===== src/rtl/fp_operand_sequencer_if.sv =====
// fp_operand_sequencer_if: host operand/result channels and FP-unit store/acknowledge channels.
// master is the sequencer's view; slave is the host plus FP unit side.
interface fp_operand_sequencer_if #(
    parameter int DEPTH = 4
);
    logic                   in_valid;
    logic                   in_ready;
    logic [63:0]            in_a;
    logic [63:0]            in_b;
    logic [63:0]            a;
    logic                   a_store_bit;
    logic                   a_acknowledgment;
    logic [63:0]            b;
    logic                   b_store_bit;
    logic                   b_acknowledgment;
    logic [63:0]            sum;
    logic                   sum_store_bit;
    logic                   sum_acknowledgment;
    logic                   out_valid;
    logic                   out_ready;
    logic [63:0]            out_sum;
    logic                   out_timeout;
    logic                   error;
    logic [$clog2(DEPTH):0] count;

    modport master (
        input  in_valid, in_a, in_b, a_acknowledgment, b_acknowledgment,
               sum, sum_store_bit, out_ready,
        output in_ready, a, a_store_bit, b, b_store_bit, sum_acknowledgment,
               out_valid, out_sum, out_timeout, error, count
    );

    modport slave (
        output in_valid, in_a, in_b, a_acknowledgment, b_acknowledgment,
               sum, sum_store_bit, out_ready,
        input  in_ready, a, a_store_bit, b, b_store_bit, sum_acknowledgment,
               out_valid, out_sum, out_timeout, error, count
    );
endinterface


===== src/rtl/fp_operand_sequencer.sv =====
// fp_operand_sequencer: queues host operand pairs and issues them A-then-B to a non-pipelined FP unit, returning SUMs in order.
// Define RESULT_TIMEOUT_EN to force a NaN timeout result after TIMEOUT cycles without SUM.
module fp_operand_sequencer #(
    parameter int DEPTH   = 4,
    parameter int TIMEOUT = 256
) (
    input logic                   clk,
    input logic                   rst_n,
    fp_operand_sequencer_if.master bus
);
    localparam int AW = $clog2(DEPTH);

    typedef enum logic [2:0] {IDLE, SEND_A, SEND_B, WAIT_SUM, HOLD_OUT} state_t;

    state_t      state;
    logic [63:0] mem_a [DEPTH];
    logic [63:0] mem_b [DEPTH];
    logic [AW:0] wr_ptr, rd_ptr;
    logic        full, push, pop, halted;
    logic [63:0] a_q, b_q, out_sum_q;
    logic        a_sb, b_sb, sum_ack, out_valid_q;

`ifdef RESULT_TIMEOUT_EN
    localparam int TW = $clog2(TIMEOUT + 1);
    logic [TW-1:0] tcnt;
    logic          timeout_q, error_q;
    assign halted          = error_q;
    assign bus.out_timeout = timeout_q;
    assign bus.error       = error_q;
`else
    assign halted          = 1'b0;
    assign bus.out_timeout = 1'b0;
    assign bus.error       = 1'b0;
`endif

    assign full  = (wr_ptr[AW-1:0] == rd_ptr[AW-1:0]) && (wr_ptr[AW] != rd_ptr[AW]);
    // in_ready is forced low while reset is held so every output reads 0
    assign bus.in_ready = rst_n && !full;
    assign bus.count    = wr_ptr - rd_ptr;
    assign push = bus.in_valid && bus.in_ready;
    assign pop  = (state == IDLE) && (wr_ptr != rd_ptr) && !halted;

    assign bus.a                  = a_q;
    assign bus.b                  = b_q;
    assign bus.a_store_bit        = a_sb;
    assign bus.b_store_bit        = b_sb;
    assign bus.sum_acknowledgment = sum_ack;
    assign bus.out_valid          = out_valid_q;
    assign bus.out_sum            = out_sum_q;

    always_ff @(posedge clk or negedge rst_n) begin
        if (!rst_n) begin
            wr_ptr <= '0;
            rd_ptr <= '0;
        end else begin
            if (push) wr_ptr <= wr_ptr + (AW+1)'(1);
            if (pop) rd_ptr <= rd_ptr + (AW+1)'(1);
        end
    end

    always_ff @(posedge clk) begin
        if (push) begin
            mem_a[wr_ptr[AW-1:0]] <= bus.in_a;
            mem_b[wr_ptr[AW-1:0]] <= bus.in_b;
        end
    end

    always_ff @(posedge clk or negedge rst_n) begin
        if (!rst_n) begin
            state       <= IDLE;
            a_q         <= '0;
            b_q         <= '0;
            a_sb        <= 1'b0;
            b_sb        <= 1'b0;
            sum_ack     <= 1'b0;
            out_valid_q <= 1'b0;
            out_sum_q   <= '0;
`ifdef RESULT_TIMEOUT_EN
            tcnt        <= '0;
            timeout_q   <= 1'b0;
            error_q     <= 1'b0;
`endif
        end else begin
            case (state)
                IDLE: if (pop) begin
                    a_q   <= mem_a[rd_ptr[AW-1:0]];
                    b_q   <= mem_b[rd_ptr[AW-1:0]];
                    a_sb  <= 1'b1;
                    state <= SEND_A;
                end
                SEND_A: if (bus.a_acknowledgment) begin
                    a_sb  <= 1'b0;
                    b_sb  <= 1'b1;
                    state <= SEND_B;
                end
                SEND_B: if (bus.b_acknowledgment) begin
                    b_sb    <= 1'b0;
                    sum_ack <= 1'b1;
                    state   <= WAIT_SUM;
`ifdef RESULT_TIMEOUT_EN
                    tcnt    <= '0;
`endif
                end
                // a SUM arriving on the timeout edge takes priority
                WAIT_SUM: if (bus.sum_store_bit) begin
                    out_sum_q   <= bus.sum;
                    out_valid_q <= 1'b1;
                    sum_ack     <= 1'b0;
                    state       <= HOLD_OUT;
`ifdef RESULT_TIMEOUT_EN
                    timeout_q   <= 1'b0;
`endif
                end
`ifdef RESULT_TIMEOUT_EN
                else if (tcnt == TW'(TIMEOUT - 1)) begin
                    out_sum_q   <= 64'hFFF8000000000000;
                    out_valid_q <= 1'b1;
                    timeout_q   <= 1'b1;
                    error_q     <= 1'b1;
                    sum_ack     <= 1'b0;
                    state       <= HOLD_OUT;
                end else begin
                    tcnt <= tcnt + TW'(1);
                end
`endif
                HOLD_OUT: if (bus.out_ready) begin
                    out_valid_q <= 1'b0;
                    state       <= IDLE;
                end
                default: state <= IDLE;
            endcase
        end
    end
endmodule


===== src/flat_wrapper.sv =====
// flat-port wrapper written by rule: the top's interface ports become plain ports
module fp_operand_sequencer_flat 
#(
    parameter int DEPTH   = 4,
    parameter int TIMEOUT = 256
)
  (clk, rst_n, bus_in_valid, bus_in_a, bus_in_b, bus_a_acknowledgment, bus_b_acknowledgment, bus_sum, bus_sum_store_bit, bus_out_ready, bus_in_ready, bus_a, bus_a_store_bit, bus_b, bus_b_store_bit, bus_sum_acknowledgment, bus_out_valid, bus_out_sum, bus_out_timeout, bus_error, bus_count);
  fp_operand_sequencer_if #(.DEPTH(DEPTH)) bus_i ();
  input logic clk;
  input logic rst_n;
  input wire logic [$bits(bus_i.in_valid)-1:0] bus_in_valid;
  input wire logic [$bits(bus_i.in_a)-1:0] bus_in_a;
  input wire logic [$bits(bus_i.in_b)-1:0] bus_in_b;
  input wire logic [$bits(bus_i.a_acknowledgment)-1:0] bus_a_acknowledgment;
  input wire logic [$bits(bus_i.b_acknowledgment)-1:0] bus_b_acknowledgment;
  input wire logic [$bits(bus_i.sum)-1:0] bus_sum;
  input wire logic [$bits(bus_i.sum_store_bit)-1:0] bus_sum_store_bit;
  input wire logic [$bits(bus_i.out_ready)-1:0] bus_out_ready;
  output wire logic [$bits(bus_i.in_ready)-1:0] bus_in_ready;
  output wire logic [$bits(bus_i.a)-1:0] bus_a;
  output wire logic [$bits(bus_i.a_store_bit)-1:0] bus_a_store_bit;
  output wire logic [$bits(bus_i.b)-1:0] bus_b;
  output wire logic [$bits(bus_i.b_store_bit)-1:0] bus_b_store_bit;
  output wire logic [$bits(bus_i.sum_acknowledgment)-1:0] bus_sum_acknowledgment;
  output wire logic [$bits(bus_i.out_valid)-1:0] bus_out_valid;
  output wire logic [$bits(bus_i.out_sum)-1:0] bus_out_sum;
  output wire logic [$bits(bus_i.out_timeout)-1:0] bus_out_timeout;
  output wire logic [$bits(bus_i.error)-1:0] bus_error;
  output wire logic [$bits(bus_i.count)-1:0] bus_count;
  assign bus_i.in_valid = bus_in_valid;
  assign bus_i.in_a = bus_in_a;
  assign bus_i.in_b = bus_in_b;
  assign bus_i.a_acknowledgment = bus_a_acknowledgment;
  assign bus_i.b_acknowledgment = bus_b_acknowledgment;
  assign bus_i.sum = bus_sum;
  assign bus_i.sum_store_bit = bus_sum_store_bit;
  assign bus_i.out_ready = bus_out_ready;
  assign bus_in_ready = bus_i.in_ready;
  assign bus_a = bus_i.a;
  assign bus_a_store_bit = bus_i.a_store_bit;
  assign bus_b = bus_i.b;
  assign bus_b_store_bit = bus_i.b_store_bit;
  assign bus_sum_acknowledgment = bus_i.sum_acknowledgment;
  assign bus_out_valid = bus_i.out_valid;
  assign bus_out_sum = bus_i.out_sum;
  assign bus_out_timeout = bus_i.out_timeout;
  assign bus_error = bus_i.error;
  assign bus_count = bus_i.count;
  fp_operand_sequencer #(.DEPTH(DEPTH), .TIMEOUT(TIMEOUT)) u_core (.clk(clk), .rst_n(rst_n), .bus(bus_i));
endmodule

===== config.mk =====
export PLATFORM = sky130hd
export DESIGN_NAME = fp_operand_sequencer_flat
export DESIGN_NICKNAME = d
export VERILOG_FILES = /design/src/rtl/fp_operand_sequencer_if.sv /design/src/rtl/fp_operand_sequencer.sv /design/src/flat_wrapper.sv
export SDC_FILE = /design/constraint.sdc
export NUM_CORES = 1
export LEC_CHECK = 0
export CORE_MARGIN = 1.5
export CORE_UTILIZATION = 45
export CTS_BUF_LIST = sky130_fd_sc_hd__clkbuf_16
export CTS_CLUSTER_DIAMETER = 50
export CTS_CLUSTER_SIZE = 40
export DETAILED_ROUTE_END_ITERATION = 16
export PLACE_DENSITY = 0.78
export SYNTH_ARGS = -nofsm -noshare
export SYNTH_HDL_FRONTEND = slang
export SYNTH_SLANG_ARGS = --single-unit

===== constraint.sdc =====
create_clock -name clk -period 9.55 [get_ports clk]
set_input_delay 1.4325 -clock clk [delete_from_list [all_inputs] [get_ports clk]]
set_output_delay 1.4325 -clock clk [all_outputs]
set_load 0.005 [all_outputs]

==> metrics <==
outcome=completed; Clock Skew=around 0.035 ns; Core Util, Final=a little under three fifths; pin count of the biggest net entering global routing=130; # rows=89; RePlAce Congestion=between 0.7 and 0.8; DR pass1 iterations=5; CP top delay family=buffers and inverters; Post-synth EDFFs=slightly above 500; Final Cell Area=around 0.034 mm^2; initial antenna violation count=10; Max-Cap Viols=0; routed wl met2=approximately 29,000 um; max incr delay on CP=between 0.7 and 0.8 ns; Peak Freq=between 200 and 250 MHz; syn_area_per_cell=between 20 and 25 um^2; DR iter-0 viols=roughly 860; most frequent cells in the layout=edfxtp_1 (512), clkdlybuf4s50_1 (397), dfrtp_1 (203), mux4_2 (128), mux2_4 (100); final worst slack=4.795 ns; Vias=between 10,000 and 15,000; Sw Share=approximately 28%; # fillers=about 4,300; synth top area cells=edfxtp_1 (57%), dfrtp_1 (19%), mux4_2 (11%), mux2_4 (5.6%), mux2_2 (3.9%); Worst slew margin=35.43%; setup bufs post-CTS=0; setup violators final=0; nets=1,784; hpwl dp=roughly 35,000 um; share of post-route cells with drive strength above 1=~28%; CTS tree=built; # hold bufs at CTS=0; DP Worst Slack=about 5.4 ns; clk slew on worst S/H paths=0.07 ns; critical path class=reg2out; CP arrival=about 3.3 ns; placed instance area=between 0.03 and 0.04 mm^2; Max stage delay cell, worst path=buf_4; Worst Max-Slew Pin Slew=about 0.97 ns; Max rail drop VDD=around 230 uV; Post-synth ARST share=between 20 and 30%; crit start category=flip-flop; Reg area=slightly above 0.02 mm^2; multi-input logic area=between 0.005 and 0.006 mm^2; Area Growth Syn to Fin=25.23%; RSZ-0062 raised after global routing=false; leading cell type in the layout, fill and taps excluded=edfxtp_1; H-Tree Depth=2; part of the Yosys area used for sequential elements=around three quarters; Setup TNS=0 ns; Slew Viols, Final=0; # DRC=0; Final Hold Vio Count=0; Req. time, crit path=~8.1 ns; Pwr Density=approximately 320 mW/mm^2; Worst-Skew Late Latency=0.63 ns; chip width=around 250 um; GR Util All Layers=approximately 18%; Die Span Y=between 200 and 250 um; vias in the first global route=around 13,000; Clock Power Share=about a quarter; synth unique cells=37; top-area cell type share of the netlist area=57.33%; number of buffers created by CTS=57; Top Layer Used=met5; Yosys top cell by area=edfxtp_1; Buf+Inv Stages, Crit Path=3; Synth Warn #=0; first-pass GRT wire length=between 80,000 and 90,000 um; CTS-repair resized insts=0; Initial Util=between 40% and 50%; Pleak=approximately 12 nW; switching power total=~3 mW; Worst Path Max Fanout=64; CP Capture Type=primary output; Vias per Instance=between 5 and 6; final worst-path cycle share=between 40% and 50%; Routed Antenna Nets=0; Logic pwr share=approximately a third; drt total wl=55,610 um; drt wl/cell=23.15 um; critical-path cell list=buf_4, inv_1, ha_1, a31oi_1, clkdlybuf4s50_1; GR Overflow Total=0; port buffer count=398; clock root buffer=clkbuf_16; type of the worst min-delay path=reg2reg; CTS Sinks=just over 700; ys flop type=edfxtp_1; Core ar.=approximately 0.059 mm^2; Pint=roughly 7.6 mW; worst hold margin=a little over 0.5 ns; Routed met3 length=between 4000 and 5000 um; maximum root-to-sink buffer count=3; #FFs+latches synth=slightly above 700; Sequential Power Share=a little over two fifths; Syn Std Cell Area=0.02682 mm^2; met1 WL=21,570 um; Top Ports=around 400; Mapped Cells=around 1,200; Die ar.=about 0.061 mm^2; minimum clock period=about 4.8 ns
sequential cells by signal, indices dropped and copies added, names as in the netlist:
register / cells
u_core.mem_a: 256
u_core.mem_b: 256
u_core.bus.a: 64
u_core.bus.b: 64
u_core.bus.out_sum: 64
u_core.rd_ptr: 3
u_core.state: 3
u_core.wr_ptr: 3
u_core.bus.a_store_bit: 1
u_core.bus.b_store_bit: 1
u_core.bus.out_valid: 1
u_core.bus.sum_acknowledgment: 1
power by group through the flow:
stage	Clock, mW	Sequential (mW)	Combinational (mW)
detailed placement	0	4.58	3.69
CTS	2.57	4.53	3.71
finish	2.51	4.51	3.63
global route	2.69	4.59	3.89
floorplan	0	4.49	2.32
global placement	0	4.55	3.63
layer usage:
layer,vias up,track usage (%)
met5,-,0
met4,14,4.609
met3,85,4.569
met2,404,31.36
met1,6492,22.70
li1,5484,-
stage by stage:
stage               power, mW  std cells
CTS                     10.81       2399
global placement        8.180       2291
floorplan               6.805       1158
finish                  10.64       2402
detailed placement      8.267       2291
global route            11.17       2401
final cells by class:
class | count | share of cell area, %
antenna | 3 | 0.02235
clock buffer | 60 | 4.471
clock inverter | 48 | 1.647
inverter | 9 | 0.1006
multi-input combinational | 378 | 17.49
sequential | 717 | 61.08
tap | 773 | 2.880
timing repair buffer | 414 | 12.31
kinds of logic after synthesis:
family	count (synthesis)	share of synthesized area [%]
muxes	322	20.29
and+or+nand+nor	23	0.4293
adders and majority gates	8	0.4012
DFF	717	76.46
xor gates and xnor gates	6	0.2240
buffers and inverters	63	1.745
AOI/OAI and AO/OA	17	0.4339
other	1	0.01398
synthesized netlist by cell type, types with 2 or more instances:
cell,count
edfxtp_1,512
nand3_1,2
buf_4,7
a31oi_1,3
dfrtp_1,205
ha_1,7
mux2_2,94
inv_1,9
mux4_2,128
clkbuf_1,14
xor2_1,3
a21oi_1,2
buf_2,21
and2_1,3
xnor2_1,2
nand2_1,7
buf_12,11
o21ai_0,5
mux2_4,100
nor2_1,5
final timing paths:
check	startpoint	endpoint	slack, ns	depth (start not counted)
min	u_core.bus.out_sum[5]$_DFFE_PN0P_	u_core.bus.out_sum[5]$_DFFE_PN0P_	0.51	1
max reg2reg	u_core.rd_ptr[1]$_DFFE_PN0P_	u_core.bus.b[54]$_DFFE_PN0P_	5.43	7
min in group asynchronous	rst_n	u_core.bus.out_sum[43]$_DFFE_PN0P_	0.71	1
min reg2reg	u_core.bus.out_sum[5]$_DFFE_PN0P_	u_core.bus.out_sum[5]$_DFFE_PN0P_	0.51	1
max	u_core.rd_ptr[1]$_DFFE_PN0P_	bus_in_ready	4.80	5
max in group asynchronous	rst_n	u_core.rd_ptr[0]$_DFFE_PN0P_	6.92	3
No activity file was read; power rests on OpenSTA's default activity.
